### src/rtl/stack_op_sequencer_if.sv
// Bundle of command, RAM and display signals around the stack sequencer.
// master is the sequencer side; slave is the buttons/RAM/display side.
interface stack_op_sequencer_if #(
    parameter int WIDTH = 8,
    parameter int DEPTH = 16
);
    localparam int AW = $clog2(DEPTH);

    logic             push_pulse;
    logic             pop_pulse;
    logic             add_pulse;
    logic             sub_pulse;
    logic [WIDTH-1:0] switch;
    logic [WIDTH-1:0] mem_rdata;
    logic [AW-1:0]    mem_addr;
    logic             mem_we;
    logic [WIDTH-1:0] mem_wdata;
    logic [WIDTH-1:0] top;
    logic [AW:0]      count;
    logic             empty;
    logic             full;
    logic             busy;
    logic             error;

    modport master (
        input  push_pulse, pop_pulse, add_pulse, sub_pulse, switch, mem_rdata,
        output mem_addr, mem_we, mem_wdata, top, count, empty, full, busy, error
    );

    modport slave (
        output push_pulse, pop_pulse, add_pulse, sub_pulse, switch, mem_rdata,
        input  mem_addr, mem_we, mem_wdata, top, count, empty, full, busy, error
    );
endinterface

### src/rtl/stack_op_sequencer.sv
// Stack calculator sequencer: turns push/pop/add/sub pulses into RAM cycles
// on an external synchronous stack RAM and keeps the pointer and a cached top.
module stack_op_sequencer #(
    parameter int WIDTH = 8,
    parameter int DEPTH = 16
) (
    input  logic                 clk,
    input  logic                 rst,
    stack_op_sequencer_if.master bus
);
    localparam int AW = $clog2(DEPTH);

    localparam logic [2:0] IDLE    = 3'd0;
    localparam logic [2:0] PUSH_WR = 3'd1;
    localparam logic [2:0] POP_RD  = 3'd2;
    localparam logic [2:0] POP_LD  = 3'd3;
    localparam logic [2:0] AR_RD   = 3'd4;
    localparam logic [2:0] AR_LD   = 3'd5;
    localparam logic [2:0] AR_WR   = 3'd6;

    logic [2:0]       state;
    logic [AW:0]      count;
    logic [WIDTH-1:0] tos;
    logic [WIDTH-1:0] operand;
    logic [WIDTH-1:0] result;
    logic             is_sub;
    logic             err;
    logic             we;
    logic [AW-1:0]    addr;
    logic [WIDTH-1:0] wdata;

    logic             any_cmd;
    logic             do_push;
    logic             do_pop;
    logic             legal;
    logic             two_plus;
    logic [AW:0]      below_top;
    logic [WIDTH-1:0] alu;

    always_comb begin
        any_cmd   = bus.push_pulse | bus.pop_pulse | bus.add_pulse | bus.sub_pulse;
        do_push   = bus.push_pulse;
        do_pop    = !bus.push_pulse && bus.pop_pulse;
        two_plus  = (count >= (AW+1)'(2));
        below_top = count - (AW+1)'(2);
        if (do_push)
            legal = (count != (AW+1)'(DEPTH));
        else if (do_pop)
            legal = (count != '0);
        else
            legal = two_plus;
        // Second-from-top is the left operand of subtraction.
        alu = is_sub ? (bus.mem_rdata - tos) : (bus.mem_rdata + tos);
    end

    always_ff @(posedge clk or posedge rst) begin
        if (rst) begin
            state   <= IDLE;
            count   <= '0;
            tos     <= '0;
            operand <= '0;
            result  <= '0;
            is_sub  <= 1'b0;
            err     <= 1'b0;
            we      <= 1'b0;
            addr    <= '0;
            wdata   <= '0;
        end else begin
            we <= 1'b0;
            case (state)
                IDLE: begin
                    if (any_cmd) begin
                        operand <= bus.switch;
                        err     <= !legal;
                        if (legal) begin
                            if (do_push) begin
                                state <= PUSH_WR;
                                we    <= 1'b1;
                                addr  <= count[AW-1:0];
                                wdata <= bus.switch;
                            end else if (do_pop) begin
                                state <= POP_RD;
                                addr  <= two_plus ? below_top[AW-1:0] : '0;
                            end else begin
                                state  <= AR_RD;
                                is_sub <= !bus.add_pulse;
                                addr   <= below_top[AW-1:0];
                            end
                        end
                    end
                end
                PUSH_WR: begin
                    tos   <= operand;
                    count <= count + (AW+1)'(1);
                    state <= IDLE;
                end
                POP_RD: state <= POP_LD;
                POP_LD: begin
                    // Popping the last entry leaves nothing to show.
                    tos   <= two_plus ? bus.mem_rdata : '0;
                    count <= count - (AW+1)'(1);
                    state <= IDLE;
                end
                AR_RD: state <= AR_LD;
                AR_LD: begin
                    result <= alu;
                    wdata  <= alu;
                    we     <= 1'b1;
                    state  <= AR_WR;
                end
                AR_WR: begin
                    tos   <= result;
                    count <= count - (AW+1)'(1);
                    state <= IDLE;
                end
                default: state <= IDLE;
            endcase
        end
    end

    assign bus.mem_addr  = addr;
    assign bus.mem_we    = we;
    assign bus.mem_wdata = wdata;
    assign bus.top       = tos;
    assign bus.count     = count;
    assign bus.empty     = (count == '0);
    assign bus.full      = (count == (AW+1)'(DEPTH));
    assign bus.busy      = (state != IDLE);
    assign bus.error     = err;
endmodule

### src/flat_wrapper.sv
// flat-port wrapper written by rule: the top's interface ports become plain ports
module stack_op_sequencer_flat 
#(
    parameter int WIDTH = 8,
    parameter int DEPTH = 16
)
  (clk, rst, bus_push_pulse, bus_pop_pulse, bus_add_pulse, bus_sub_pulse, bus_switch, bus_mem_rdata, bus_mem_addr, bus_mem_we, bus_mem_wdata, bus_top, bus_count, bus_empty, bus_full, bus_busy, bus_error);
  stack_op_sequencer_if #(.WIDTH(WIDTH), .DEPTH(DEPTH)) bus_i ();
  input  logic clk;
  input  logic rst;
  input wire logic [$bits(bus_i.push_pulse)-1:0] bus_push_pulse;
  input wire logic [$bits(bus_i.pop_pulse)-1:0] bus_pop_pulse;
  input wire logic [$bits(bus_i.add_pulse)-1:0] bus_add_pulse;
  input wire logic [$bits(bus_i.sub_pulse)-1:0] bus_sub_pulse;
  input wire logic [$bits(bus_i.switch)-1:0] bus_switch;
  input wire logic [$bits(bus_i.mem_rdata)-1:0] bus_mem_rdata;
  output wire logic [$bits(bus_i.mem_addr)-1:0] bus_mem_addr;
  output wire logic [$bits(bus_i.mem_we)-1:0] bus_mem_we;
  output wire logic [$bits(bus_i.mem_wdata)-1:0] bus_mem_wdata;
  output wire logic [$bits(bus_i.top)-1:0] bus_top;
  output wire logic [$bits(bus_i.count)-1:0] bus_count;
  output wire logic [$bits(bus_i.empty)-1:0] bus_empty;
  output wire logic [$bits(bus_i.full)-1:0] bus_full;
  output wire logic [$bits(bus_i.busy)-1:0] bus_busy;
  output wire logic [$bits(bus_i.error)-1:0] bus_error;
  assign bus_i.push_pulse = bus_push_pulse;
  assign bus_i.pop_pulse = bus_pop_pulse;
  assign bus_i.add_pulse = bus_add_pulse;
  assign bus_i.sub_pulse = bus_sub_pulse;
  assign bus_i.switch = bus_switch;
  assign bus_i.mem_rdata = bus_mem_rdata;
  assign bus_mem_addr = bus_i.mem_addr;
  assign bus_mem_we = bus_i.mem_we;
  assign bus_mem_wdata = bus_i.mem_wdata;
  assign bus_top = bus_i.top;
  assign bus_count = bus_i.count;
  assign bus_empty = bus_i.empty;
  assign bus_full = bus_i.full;
  assign bus_busy = bus_i.busy;
  assign bus_error = bus_i.error;
  stack_op_sequencer #(.WIDTH(WIDTH), .DEPTH(DEPTH)) u_core (.clk(clk), .rst(rst), .bus(bus_i));
endmodule
### config.mk
export PLATFORM = sky130hd
export DESIGN_NAME = stack_op_sequencer_flat
export DESIGN_NICKNAME = d
export VERILOG_FILES = /design/src/rtl/stack_op_sequencer_if.sv /design/src/rtl/stack_op_sequencer.sv /design/src/flat_wrapper.sv
export SDC_FILE = /design/constraint.sdc
export NUM_CORES = 1
export LEC_CHECK = 0
export CORE_ASPECT_RATIO = 1.1
export CORE_UTILIZATION = 30
export CTS_BUF_LIST = sky130_fd_sc_hd__clkbuf_8 sky130_fd_sc_hd__clkbuf_16
export DETAILED_ROUTE_END_ITERATION = 7
export PLACE_DENSITY = 0.6
export SETUP_SLACK_MARGIN = 0.02
export SYNTH_ARGS = -nofsm -noshare
export SYNTH_HDL_FRONTEND = slang
export SYNTH_SLANG_ARGS = --single-unit
### constraint.sdc
create_clock -name clk -period 3.01 [get_ports clk]
set_input_delay 0.7525 -clock clk [delete_from_list [all_inputs] [get_ports clk]]
set_output_delay 0.7525 -clock clk [all_outputs]
set_load 0.02 [all_outputs]
==> results.tsv <==
stage	metric	value	unit
clock_network	clock-pin slew on the worst setup and hold paths	90	ps
routing	Routed Antenna Nets	0	
critical_path	slack of the worst reg-to-reg path	460	ps
sta	final period demand of the worst path	2810	ps
critical_path	number of buffer and inverter instances along the worst setup path	2	
grt	vias in the first global route	2267	
yosys	synthesized cell area	2730	µm²
min_path	path class of the lowest-slack min-delay path	reg -> reg	
critical_path	critical-path cell with the highest stage delay	sky130_fd_sc_hd__clkdlybuf4s50_1	
yosys	top cells by instance count after synthesis	sky130_fd_sc_hd__dfrtp_1 (47), sky130_fd_sc_hd__nand2_1 (38), sky130_fd_sc_hd__nor2_1 (33)	
critical_path	sort of element at the start of the critical path	flop	
finish	Antenna Diode Count	0	
pwr	Pleak	1.55	nW
grt	global routing usage summed across all routing layers	14.8	%
routing	Total Wirelength	6610	µm
run_status	outcome	completed	
place	Post-Place Setup Slack	85.8	ps
floorplan	Die X	92.9	µm
critical_path	kind of capture point of the worst setup path	output pin	
yosys	Yosys top cell by area	sky130_fd_sc_hd__dfrtp_1	
routing	detailed-route DRC error count	0	
yosys	Synth Area per Inst	9.18	µm²
sta	post-route setup slack	201	ps
yosys	proportion of synthesized chip area in sequential cells	43.2	%
clock_network	buffers from clock root to sink, at most	2	
finish	synthesis-to-layout area growth	29.8	%
sta	RSZ-0062 raised after global routing	no	
yosys	Post-Synthesis Net Count	333	
grt	wire length of the first global-routing pass	11000	µm
min_path	worst hold path depth	2	
critical_path	critical path depth in cells	4	
routing	Pre-Repair DR Iteration Count	4	
critical_path	reg2reg start	u_core.bus.top[0]	
clock_network	Setup Buffers After CTS	0	
critical_path	maximum single-stage delay on the critical path	600	ps
grt	number of antenna violations at the first check in global routing	0	
finish	final design utilization	40.1	%
grt	pin count of the biggest net entering global routing	32	
critical_path	Worst R2R Path Depth	10	
floorplan	Total Die Area	9470	µm²
place	instance area at placement	3420	µm²
sta	final cycle utilization of the critical path	93.3	%
critical_path	sequence of cells on the critical path	buf_4, nor4_1, and2_1, clkdlybuf4s50_1	
clock_network	clock tree from TritonCTS	built	
clock_network	Skew-Pair Late Insertion Delay	310	ps
yosys	commonest register cell after synthesis	sky130_fd_sc_hd__dfrtp_1	
sta	number of setup violations in the final report	0	
routing	post-DR vias/cell	4.92	
floorplan	Starting Density	30.9	%
finish	filler cell count in the final layout	918	
place	placed wire-length estimate	4970	µm
yosys	most used standard cell by instance count after synthesis	sky130_fd_sc_hd__dfrtp_1	
clock_network	# H-tree levels	2	
yosys	number of distinct standard cells referenced by the synthesized netlist	43	
flow_run	max-cap violations	0	
clock_network	CTS sink cnt	47	
place	final RePlAce weighted congestion	0.778	
sta	final-report hold violation count	0	
critical_path	Arr. time, crit path	2060	ps
clock_network	clock tree root driver cell	sky130_fd_sc_hd__clkbuf_8	
floorplan	standard cell core area	8830	µm²
yosys	yosys warns	0	
pwr	total power density per cell area	1240	nW/µm²
yosys	share of the synthesized area in the top cell type	43.2	%
critical_path	CP required	2260	ps
routing	average detailed-routed wire length per instance	14.0	µm
grt	final global-route overflow total	0	
yosys	Post-Synthesis Cells	297	
critical_path	worst setup path category	reg -> out	
routing	count of routing violations after the opening detailed-route iteration	110	
finish	final design instance area without fill	3540	µm²
sta	relative slew slack	55.4	%
yosys	Post-synth EDFFs	0	
sta	Setup Total Neg Slack	0	ps
place	number of input and output port buffers inserted	51	
pwr	maximum ir drop on the vdd rail	0.332	mV
critical_path	critical path's top delay family	buffers and inverters	
finish	fraction of layout instances using a drive strength above 1	10.6	%
min_path	start point of the worst hold path	u_core.bus.mem_addr[3]	
sta	Slew Viols, Final	0	
yosys	top area cells in the synthesized netlist	sky130_fd_sc_hd__dfrtp_1 (43%), sky130_fd_sc_hd__ha_1 (5.5%), sky130_fd_sc_hd__nand2_1 (5.2%)	
floorplan	Die Y-Extent	102	µm
clock_network	number of buffers created by CTS	5	
critical_path	Reg-to-Reg End	u_core.bus.mem_wdata[7]	
routing	detailed-route via count	2323	
sta	slew of the pin with the lowest slew margin	668	ps
min_path	Min-Delay Endpoint	u_core.bus.mem_addr[3]	
sta	worst clock skew	16.8	ps
finish	total number of nets in the final design	393	
floorplan	number of rows created at floorplan	36	
floorplan	total I/O pin count	52	
critical_path	critical path fanouts, max	8	
yosys	Seq cells post-synth	47	
yosys	async set or reset register ratio after synthesis	100	%
sta	highest clock frequency the design can meet	356	MHz
-- how the worst max path moves through the flow --
stage / slack, ps / from / end
after floorplan: 590 / u_core.state[0] / u_core.bus.count[4]
after global routing: 110 / u_core.bus.count[1] / bus_full
after detailed placement: 90 / bus_mem_rdata[0] / u_core.bus.mem_wdata[6]
after CTS: 180 / u_core.bus.count[1] / bus_full
final: 200 / u_core.bus.count[1] / bus_full
after global placement: 150 / bus_mem_rdata[0] / u_core.bus.mem_wdata[6]
-- final cells by class --
| type | instances | area [µm²] | area share [%] |
|---|---|---|---|
| Clock buffer | 5 | 68.8 | 1.94 |
| Clock inverter | 3 | 46.3 | 1.31 |
| Inverter | 16 | 60.1 | 1.70 |
| Multi-Input combinational cell | 222 | 1430 | 40.4 |
| Sequential cell | 47 | 1180 | 33.2 |
| Tap cell | 114 | 143 | 4.03 |
| Timing Repair Buffer | 65 | 614 | 17.4 |
-- report_power, final --
group / total (W) / leakage [nW] / switching (W) / internal, W
logic: 0.00268 / 0.934 / 0.00142 / 0.00126
clock network: 0.000488 / 0.0548 / 0.000237 / 0.000251
registers: 0.00124 / 0.559 / 0.000283 / 0.000955
-- routing by layer --
metal,part of all wire [%],track usage [%],vias up
met5,0,0,-
met4,1.4,4.85,0
met3,3.9,2.31,8
met2,45,24.3,51
met1,49,19.9,1113
li1,-,-,1151
-- cells in the final DEF, fill, tap and decap left out, drive strengths merged, types with 2 or more instances in the layout --
cell,count
o21ai,15
nor2,33
buf,14
nor3b,4
a21oi,26
xor2,5
a31oi,8
nor4,4
nand2b,5
mux2i,2
o21a,3
ha,12
dfrtp,47
nand3,3
mux2,9
xnor2,11
a211oi,3
a21o,7
o21bai,7
clkbuf,5
fa,2
nor3,7
inv,17
nand2,38
clkdlybuf4s50,50
o31ai,4
-- logic make-up (layout without fill, tap and decap cells) --
kind of cell,after synthesis,in the layout,synth area share [%]
AOI/OAI and AO/OA,78,78,17.7
buffers and inverters,28,89,4.36
and+or+nand+nor,103,103,18.2
adders and majority gates,14,14,6.98
muxes,11,11,4.45
DFF,47,47,43.2
xor gates and xnor gates,16,16,5.14
-- registers in the layout, summed over array words and instances, names as in the netlist --
signal	cells
u_core.bus.count	5
u_core.bus.error	1
u_core.bus.mem_addr	4
u_core.bus.mem_wdata	8
u_core.bus.mem_we	1
u_core.bus.top	8
u_core.is_sub	1
u_core.operand	8
u_core.result	8
u_core.state	3
-- worst register-to-register path: stages, from the launching register on --
cell and delay [ps]:
sky130_fd_sc_hd__dfrtp_1 440, sky130_fd_sc_hd__inv_1 70, sky130_fd_sc_hd__ha_1 280, sky130_fd_sc_hd__mux2i_1 240, sky130_fd_sc_hd__ha_1 280, sky130_fd_sc_hd__nor2b_1 140, sky130_fd_sc_hd__o31a_1 260, sky130_fd_sc_hd__o21ai_0 230
sky130_fd_sc_hd__xnor2_1 170, sky130_fd_sc_hd__nor2_1 90, sky130_fd_sc_hd__o31ai_1 240
-- stage by stage --
step	hold slack (ps)	power, W	cells
floorplan	446	0.00303	297
global placement	462	0.00389	464
detailed placement	467	0.00391	464
CTS	492	0.00443	472
global route	520	0.00478	472
finish	491	0.00440	472
-- what timing repair did --
action,4_1_cts,5_1_grt
gates resized for setup,1,0
endpoints found under the setup margin,1,0
hold buffers,0,0
Note: power is estimated with default switching activity, not from simulation.
